<file path="config.mk">
export PLATFORM = sky130hd
export DESIGN_NAME = mem_write_scoreboard
export DESIGN_NICKNAME = d
export VERILOG_FILES = /design/src/rtl/mem_write_scoreboard.sv
export SDC_FILE = /design/constraint.sdc
export NUM_CORES = 1
export LEC_CHECK = 0
export CAP_MARGIN = 20
export CORE_MARGIN = 2
export CORE_UTILIZATION = 30
export CTS_CLUSTER_SIZE = 10
export DETAILED_ROUTE_END_ITERATION = 10
export RECOVER_POWER = 50
export SLEW_MARGIN = 20
export SYNTH_ARGS = -nofsm -noshare
export SYNTH_HDL_FRONTEND = slang
export SYNTH_SLANG_ARGS = --single-unit
</file>
<file path="constraint.sdc">
create_clock -name clk -period 7.9 [get_ports clk]
set_clock_uncertainty 0.1 [all_clocks]
set_input_delay 1.185 -clock clk [delete_from_list [all_inputs] [get_ports clk]]
set_output_delay 1.185 -clock clk [all_outputs]
set_load 0.01 [all_outputs]
</file>
<file path="src/rtl/mem_write_scoreboard.sv">
// Ordered expected-write checker: observed memory writes are compared in sequence
// against a loaded (address, data) table, and the result is reported as sticky flags.
module mem_write_scoreboard #(
  parameter int               WIDTH    = 32,
  parameter int               DEPTH    = 8,
  parameter logic [WIDTH-1:0] IGN_ADDR = 'h60,
  parameter logic [WIDTH-1:0] IGN_MASK = '1,
  parameter int               TIMEOUT  = 1000
) (
  input  logic                       clk,
  input  logic                       reset,
  input  logic                       clear,
  input  logic                       load_en,
  input  logic [WIDTH-1:0]           load_adr,
  input  logic [WIDTH-1:0]           load_data,
  input  logic                       start,
  input  logic                       MemWrite,
  input  logic [WIDTH-1:0]           DataAdr,
  input  logic [WIDTH-1:0]           WriteData,
  output logic                       load_full,
  output logic                       busy,
  output logic                       pass,
  output logic                       fail,
  output logic                       timeout,
  output logic [$clog2(DEPTH+1)-1:0] match_cnt,
  output logic [$clog2(DEPTH)-1:0]   fail_idx,
  output logic [WIDTH-1:0]           fail_adr,
  output logic [WIDTH-1:0]           fail_data,
  output logic [2:0]                 dbg_state
);

  localparam int CW = $clog2(DEPTH + 1);
  localparam int PW = $clog2(DEPTH);
  localparam int TW = (TIMEOUT > 0) ? $clog2(TIMEOUT + 1) : 1;
  localparam logic [TW-1:0] TLAST = TW'((TIMEOUT > 0) ? TIMEOUT - 1 : 0);

  typedef enum logic [2:0] {S_IDLE, S_RUN, S_PASS, S_FAIL, S_TOUT} state_t;

  state_t           state, state_n;
  logic [CW-1:0]    count, count_n;
  logic [PW-1:0]    ptr, ptr_n;
  logic [TW-1:0]    timer, timer_n;
  logic [CW-1:0]    mcnt_n;
  logic [PW-1:0]    fidx_n;
  logic [WIDTH-1:0] fadr_n, fdata_n;
  logic             tbl_we;

  logic [WIDTH-1:0] exp_adr  [DEPTH];
  logic [WIDTH-1:0] exp_data [DEPTH];

  // Case equality so X/Z on the observed bus never counts as a match or an ignore.
  logic hit, ign, last;
  assign hit  = (DataAdr === exp_adr[ptr]) && (WriteData === exp_data[ptr]);
  assign ign  = ((DataAdr & IGN_MASK) === (IGN_ADDR & IGN_MASK));
  assign last = ((CW'(ptr) + 1'b1) == count);

  always_ff @(posedge clk) begin
    if (tbl_we) begin
      exp_adr[count[PW-1:0]]  <= load_adr;
      exp_data[count[PW-1:0]] <= load_data;
    end
  end

  always_ff @(posedge clk or posedge reset) begin
    if (reset) begin
      state     <= S_IDLE;
      count     <= '0;
      ptr       <= '0;
      timer     <= '0;
      match_cnt <= '0;
      fail_idx  <= '0;
      fail_adr  <= '0;
      fail_data <= '0;
    end else begin
      state     <= state_n;
      count     <= count_n;
      ptr       <= ptr_n;
      timer     <= timer_n;
      match_cnt <= mcnt_n;
      fail_idx  <= fidx_n;
      fail_adr  <= fadr_n;
      fail_data <= fdata_n;
    end
  end

  always_comb begin
    state_n = state;
    count_n = count;
    ptr_n   = ptr;
    timer_n = timer;
    mcnt_n  = match_cnt;
    fidx_n  = fail_idx;
    fadr_n  = fail_adr;
    fdata_n = fail_data;
    tbl_we  = 1'b0;
    if (clear) begin
      state_n = S_IDLE;
      count_n = '0;
      ptr_n   = '0;
      timer_n = '0;
      mcnt_n  = '0;
      fidx_n  = '0;
      fadr_n  = '0;
      fdata_n = '0;
    end else begin
      case (state)
        S_IDLE: begin
          if (load_en && (count != CW'(DEPTH))) begin
            tbl_we  = 1'b1;
            count_n = count + 1'b1;
          end
          // start sees the entry loaded on the same edge
          if (start) begin
            if (count_n == '0) begin
              state_n = S_PASS;
            end else begin
              state_n = S_RUN;
              ptr_n   = '0;
              timer_n = '0;
              mcnt_n  = '0;
            end
          end
        end
        S_RUN: begin
          if (TIMEOUT != 0) timer_n = timer + 1'b1;
          if (MemWrite) begin
            if (hit) begin
              mcnt_n = match_cnt + 1'b1;
              if (last) state_n = S_PASS;
              else      ptr_n   = ptr + 1'b1;
            end else if (!ign) begin
              state_n = S_FAIL;
              fidx_n  = ptr;
              fadr_n  = DataAdr;
              fdata_n = WriteData;
            end
          end
          // a final match or a failure on the expiry edge takes precedence
          if ((TIMEOUT != 0) && (state_n == S_RUN) && (timer == TLAST))
            state_n = S_TOUT;
        end
        default: begin
        end
      endcase
    end
  end

  assign load_full = (count == CW'(DEPTH));
  assign busy      = (state == S_RUN);
  assign pass      = (state == S_PASS);
  assign fail      = (state == S_FAIL);
  assign timeout   = (state == S_TOUT);
  assign dbg_state = state;

endmodule

</file>
**Word level (Yosys, flattened, before mapping)**

Memory sizes are Yosys's and may differ from the RTL's.
Index checks and enable logic that the tools add are counted.

- Register bits: 91
- Bits in latches: 0
- Memory bits (writable): 512
- Bits in read-only memories: 0
- Logic and storage cells: 101
- Memories kept: 2

Memory list:

| memory | words | bits a word | read ports | clocked after memory_dff | wr ports | line | source |
|---|---|---|---|---|---|---|---|
| exp_adr | 8 | 32 | 1 | 0 | 1 | 48 | `logic [WIDTH-1:0] exp_adr [DEPTH];` |
| exp_data | 8 | 32 | 1 | 0 | 1 | 49 | `logic [WIDTH-1:0] exp_data [DEPTH];` |

- Add/sub/neg operators: 5
- Multiply operators: 0
- Div/mod/pow operators: 0
- Magnitude comparators: 0
- Equal/unequal tests: 19
- Shift-type cells: 0
- Multiplexer cells: 53
- Bitwise operators: 0
- Reductions and logical operators: 14

Operators with widths:

| kind | number |
|---|---|
| $mux 32 | 10 |
| $eqx 32x32->1 | 2 |
| $mux 3 | 20 |
| $mux 4 | 10 |
| $eqx 32x7->1 const B | 1 |
| $mux 10 | 3 |
| $pmux 10 s2 | 1 |
| $ne 3x3->1 const B | 4 |
| $pmux 3 s2 | 2 |
| $add 10x1->10 const B | 1 |
| $eq 10x10->1 const B | 1 |
| $add 4x1->4 const B | 2 |
| $pmux 4 s2 | 1 |
| $eq 3x1->1 const B | 2 |
| $eq 3x2->1 const B | 2 |
| $reduce_and 6->1 | 1 |
| $reduce_bool 2->1 | 3 |
| $mux 1 | 5 |
| $reduce_and 5->1 | 1 |
| $add 3x1->4 const B | 1 |
| $eq 4x4->1 | 1 |
| $eq 4x4->1 const B | 1 |
| $logic_not 4->1 | 1 |
| $ne 2x2->1 const B | 2 |
| other kinds (11) | 13 |

**Longest topological paths before layout**

- Word-level depth: 12
- Depth in mapped cells: 15
- Gate-level depth less buffers: 11

**Worst setup path after synthesis**

OpenSTA, ideal clock, no wires.

- Path type: input -> register
- From: input port load_en
- To: memory exp_adr[0][0] (enable)
- Library setup time: 0.565 ns
- Arrival: 5.991 ns
- Required time: 7.235 ns
- Slack: 1.244 ns
- Stages: 4
- Cell sequence: nand4b_1 nor2_1 nand2_1 nor3_1

- Word-level cells in the longest chain between the ends: 6

Ends and longest elaborated chain:

| element | line | source |
|---|---|---|
| start, declared | 13 | `input logic load_en,` |
| $logic_and 1x1->1 | 108 | `if (load_en && (count != CW'(DEPTH))) begin` |
| $mux 1 | 108 |  |
| $mux 1 | 106 | `case (state)` |
| $mux 1 | 96 | `if (clear) begin` |
| $mux 1 | 58 | `if (tbl_we) begin` |
| $mux 1 (implied by the code) | 59 | `exp_adr[count[PW-1:0]] <= load_adr;` |
| end, declared | 48 |  |

Every way passes these cells.

**Worst setup path after layout**

- From: register ptr[2]
- To: register fail_data[20]

- Word-level cells in the longest chain between the ends: 5
- Elaborated cells on any way between the ends: 7
- Those cells by class: eq/ne: 3; reduce/logical: 2; memory: 2

Ends and longest elaborated chain:

| element | line | source |
|---|---|---|
| start, declared | 41 | `logic [PW-1:0] ptr, ptr_n;` |
| start signal, assigned | 77 | `ptr <= ptr_n;` |
| $mem_v2 8x32 (on tied branches) | - |  |
| $eqx 32x32->1 | 53 | `assign hit = (DataAdr === exp_adr[ptr]) && (WriteData === exp_data[ptr]);` |
| $logic_and 1x1->1 * | 53 |  |
| $ne 2x2->1 (no source line) * | - |  |
| $reduce_and 4->1 (no source line) * | - |  |
| end signal, assigned | 82 | `fail_data <= fdata_n;` |
| end, declared | 28 | `output logic [WIDTH-1:0] fail_data,` |

Mark *: on every way between the ends. The rest lies on a longest branch, timed or not.
A chain may end at the register's enable or synchronous reset.

==> results.ini <==
[outcome]
status=complete, but fails checks
violations=capacitance limit, slew limit

[synthesis]
synth_top_area_cell=edfxtp_1
synth_most_common_cell=edfxtp_1
synth-edff-count=512
seq_area_frac_synth=0.712
synth.area.top_cells=edfxtp_1 (62%), dfrtp_1 (9.2%), mux2i_1 (7.5%)
ys.flop_type=edfxtp_1
synth_top_family_by_area=multiplexers
yosysWarnings=0
synth.avg_cell_area_um2=17.7
async_flop_share=0.151
mappedNetlistArea_um2=24800
synth.area.mux_share=0.156
yosys.cell_types.count=65
synth_adder_area_share=0.00252
synth_top_area_frac=0.620
synth_compound_area_frac=0.0331
yosys.area_share.simple=0.0576
synth_xor_area_frac=0.0184
synthesis.nets=1542
ys_seq_elements=603
yosys-top-cells-count=edfxtp_1 (512), mux2i_1 (186), nor2_1 (100), dfrtp_1 (91), mux4_2 (78)
synthCells=1403

[placed_design]
place_ws_ns=2.42
port_buffers=212
dp_hpwl_um=44400
gp_congestion=0.836

[floorplan]
start_util=0.302
die_y_um=291
core_um2=82000
rows=105
dieArea_um2=85000
pin_count=213
die_w_um=291

[cells_and_area]
final_nets=1795
final_util=0.369
drive_above_1_share=0.141
fillerInstances=7591
syn_to_final_growth_pct=21.9

[sta]
fmax_mhz=182
maxSlewViolCount=33
min_period_ns=5.48
setup_violations=0
layout_setup_ws_ns=2.42
fin_crit_sh=0.694
rsz0062_at_grt=false
hold_viol_final=0
slew_headroom=-0.284
worst_slew_pin_slew_ns=1.91
tns_ns=0

[setup_path]
r2r_cells=12
cp_top_family=buffers and inverters
r2r_slack_ns=2.42
worstPathMaxFanout=50
critPathCaptureType=flip-flop
slowest_delay_ns=0.92
r2r-start=ptr[2]$_DFFE_PP0P_
cp_cell_sequence=buf_4 > buf_4 > mux4_2 > mux2i_1 > xor2_1 > nand4_1 > nor4bb_1 > nand4_1 > o31ai_4 > buf_4 > mux2i_1 > nor2_1
crit_type=reg -> reg
worst_r2r_endpoint=fail_data[20]$_DFFE_PP0P_
critPathSlowestCell=dfrtp_4
crit_path_start_kind=flip-flop
cp_common_cell=buf_4
crit_buf_inv=3
arrival_ns=5.85
required_ns=8.26

[clocking]
ctsResizeCount=0
path_clk_slew_ns=0.06
cts_buffer_depth=3
clk_latency_ns=0.63
cts_tree=done
cts_sinks=603
cts_buffers=73
cts_root_buf=clkbuf_16
h-tree-depth=3
hold_buffers=0
cts_setup_buffers=0

[min_path]
holdCritPathClass=reg -> reg
min_from=timer[8]$_DFFE_PP0P_
worstHoldEndpoint=timer[8]$_DFFE_PP0P_
min_path_cells=1

[global_route]
antenna_found_initial=30
grt_usage=0.158
grt_pass1_wl_um=97400
grt_max_degree=71
overflow=0
grt_pass1_vias=13900

[power]
power.density_nw_per_um2=234
p_leak_nw=10.6
ir_drop_v=0.000147
p_total_mw=7.06

[detailed_routing]
viasPerCell=5.09
ant_nets=0
wl_um=68000
firstDrtPassIters=5
drc=0
drtIter0Drc=1241
wire_per_inst_um=24.5
via_count=14100

[job]
maxCapViolCount=1

-- where the power goes --
part | switching (mW) | internal (mW) | total, mW
combinational | 0.281 | 0.189 | 0.471
clock | 1.28 | 1.75 | 3.03
sequential | 0.0302 | 3.53 | 3.56
-- flip-flops by register name (all words and copies together), names as in the netlist --
register   flops
fail_idx       3
fail_adr      32
exp_adr      256
exp_data     256
match_cnt      4
ptr            3
fail_data     32
timer         10
count          4
dbg_state      3
-- per-layer routing --
layer  wire, µm  track usage
met2      30300        0.239
met3       5600       0.0502
met5        117            0
met1      30300        0.218
met4       1680       0.0422
-- worst reg2reg max path, cell delays in order (launching register included) --
cell and delay, ns:
dfrtp_4 0.92, buf_4 0.47, buf_4 0.48, mux4_2 0.39, mux2i_1 0.18, xor2_1 0.31
nand4_1 0.22, nor4bb_1 0.39, nand4_1 0.35, o31ai_4 0.35, buf_4 0.76, mux2i_1 0.34
nor2_1 0.06
-- final cells by class --
type	count	area, µm²	share of cell area
Antenna cell	5	12.5	0.000414
Clock buffer	100	1940	0.0641
Clock inverter	16	198	0.00654
Inverter	14	53.8	0.00178
Multi-Input combinational cell	723	6680	0.221
Sequential cell	603	17700	0.584
Tap cell	1070	1340	0.0443
Timing Repair Buffer	241	2330	0.0772
-- metrics by stage --
step | instances | hold WS [ns] | instance area (µm²)
after CTS | 2767 | 0.407 | 30200
after global routing | 2768 | 0.441 | 30200
after detailed placement | 2651 | 0.397 | 28100
after floorplan | 1403 | 0.364 | 24800
after global placement | 2651 | 0.382 | 28100
final | 2772 | 0.407 | 30200
-- logic make-up (layout without fill, tap and decap cells) --
logic type                 Yosys count  in the layout
AOI/OAI and AO/OA                  112            112
xor gates and xnor gates            52             52
adders and majority gates            5              5
buffers and inverters               77            371
DFF                                603            603
muxes                              286            286
other                                0              5
and+or+nand+nor                    268            268
-- worst max-delay path by stage --
| stage | startpoint | to | slack, ns | depth (start not counted) |
|---|---|---|---|---|
| floorplan | load_en | exp_adr[0][0]$_DFFE_PP_ | 1.24 | 4 |
| global placement | ptr[2]$_DFFE_PP0P_ | fail_adr[25]$_DFFE_PP0P_ | 2.56 | 12 |
| detailed placement | ptr[2]$_DFFE_PP0P_ | fail_adr[4]$_DFFE_PP0P_ | 2.42 | 12 |
| CTS | ptr[2]$_DFFE_PP0P_ | fail_adr[8]$_DFFE_PP0P_ | 2.39 | 12 |
| global route | ptr[2]$_DFFE_PP0P_ | fail_adr[27]$_DFFE_PP0P_ | 2.14 | 12 |
| finish | ptr[2]$_DFFE_PP0P_ | fail_data[20]$_DFFE_PP0P_ | 2.42 | 12 |
-- cell usage in the layout (no fill, tap or decap), types with 6 or more instances in the layout --
cell               n
nand3b_1           6
xnor2_1           20
o22ai_1           11
a22oi_1           18
clkbuf_1          27
nand2_1           27
dfrtp_1           88
o21ai_0           19
nor3_1            16
mux2i_1          186
edfxtp_1         512
and3b_1            8
and3_1             7
clkdlybuf4s50_1  119
dlygate4sd3_1     92
buf_4             29
nand4_1           26
inv_1             10
mux2_2            21
or3_1              7
xor2_1            32
nor4b_1            7
mux4_2            78
nor2_1            95
nand3_1           12
clkbuf_16         73
a22o_1            18
nor2b_1            6
a21oi_1            8
nor4_1            16
Note: power is estimated with default switching activity, not from simulation.
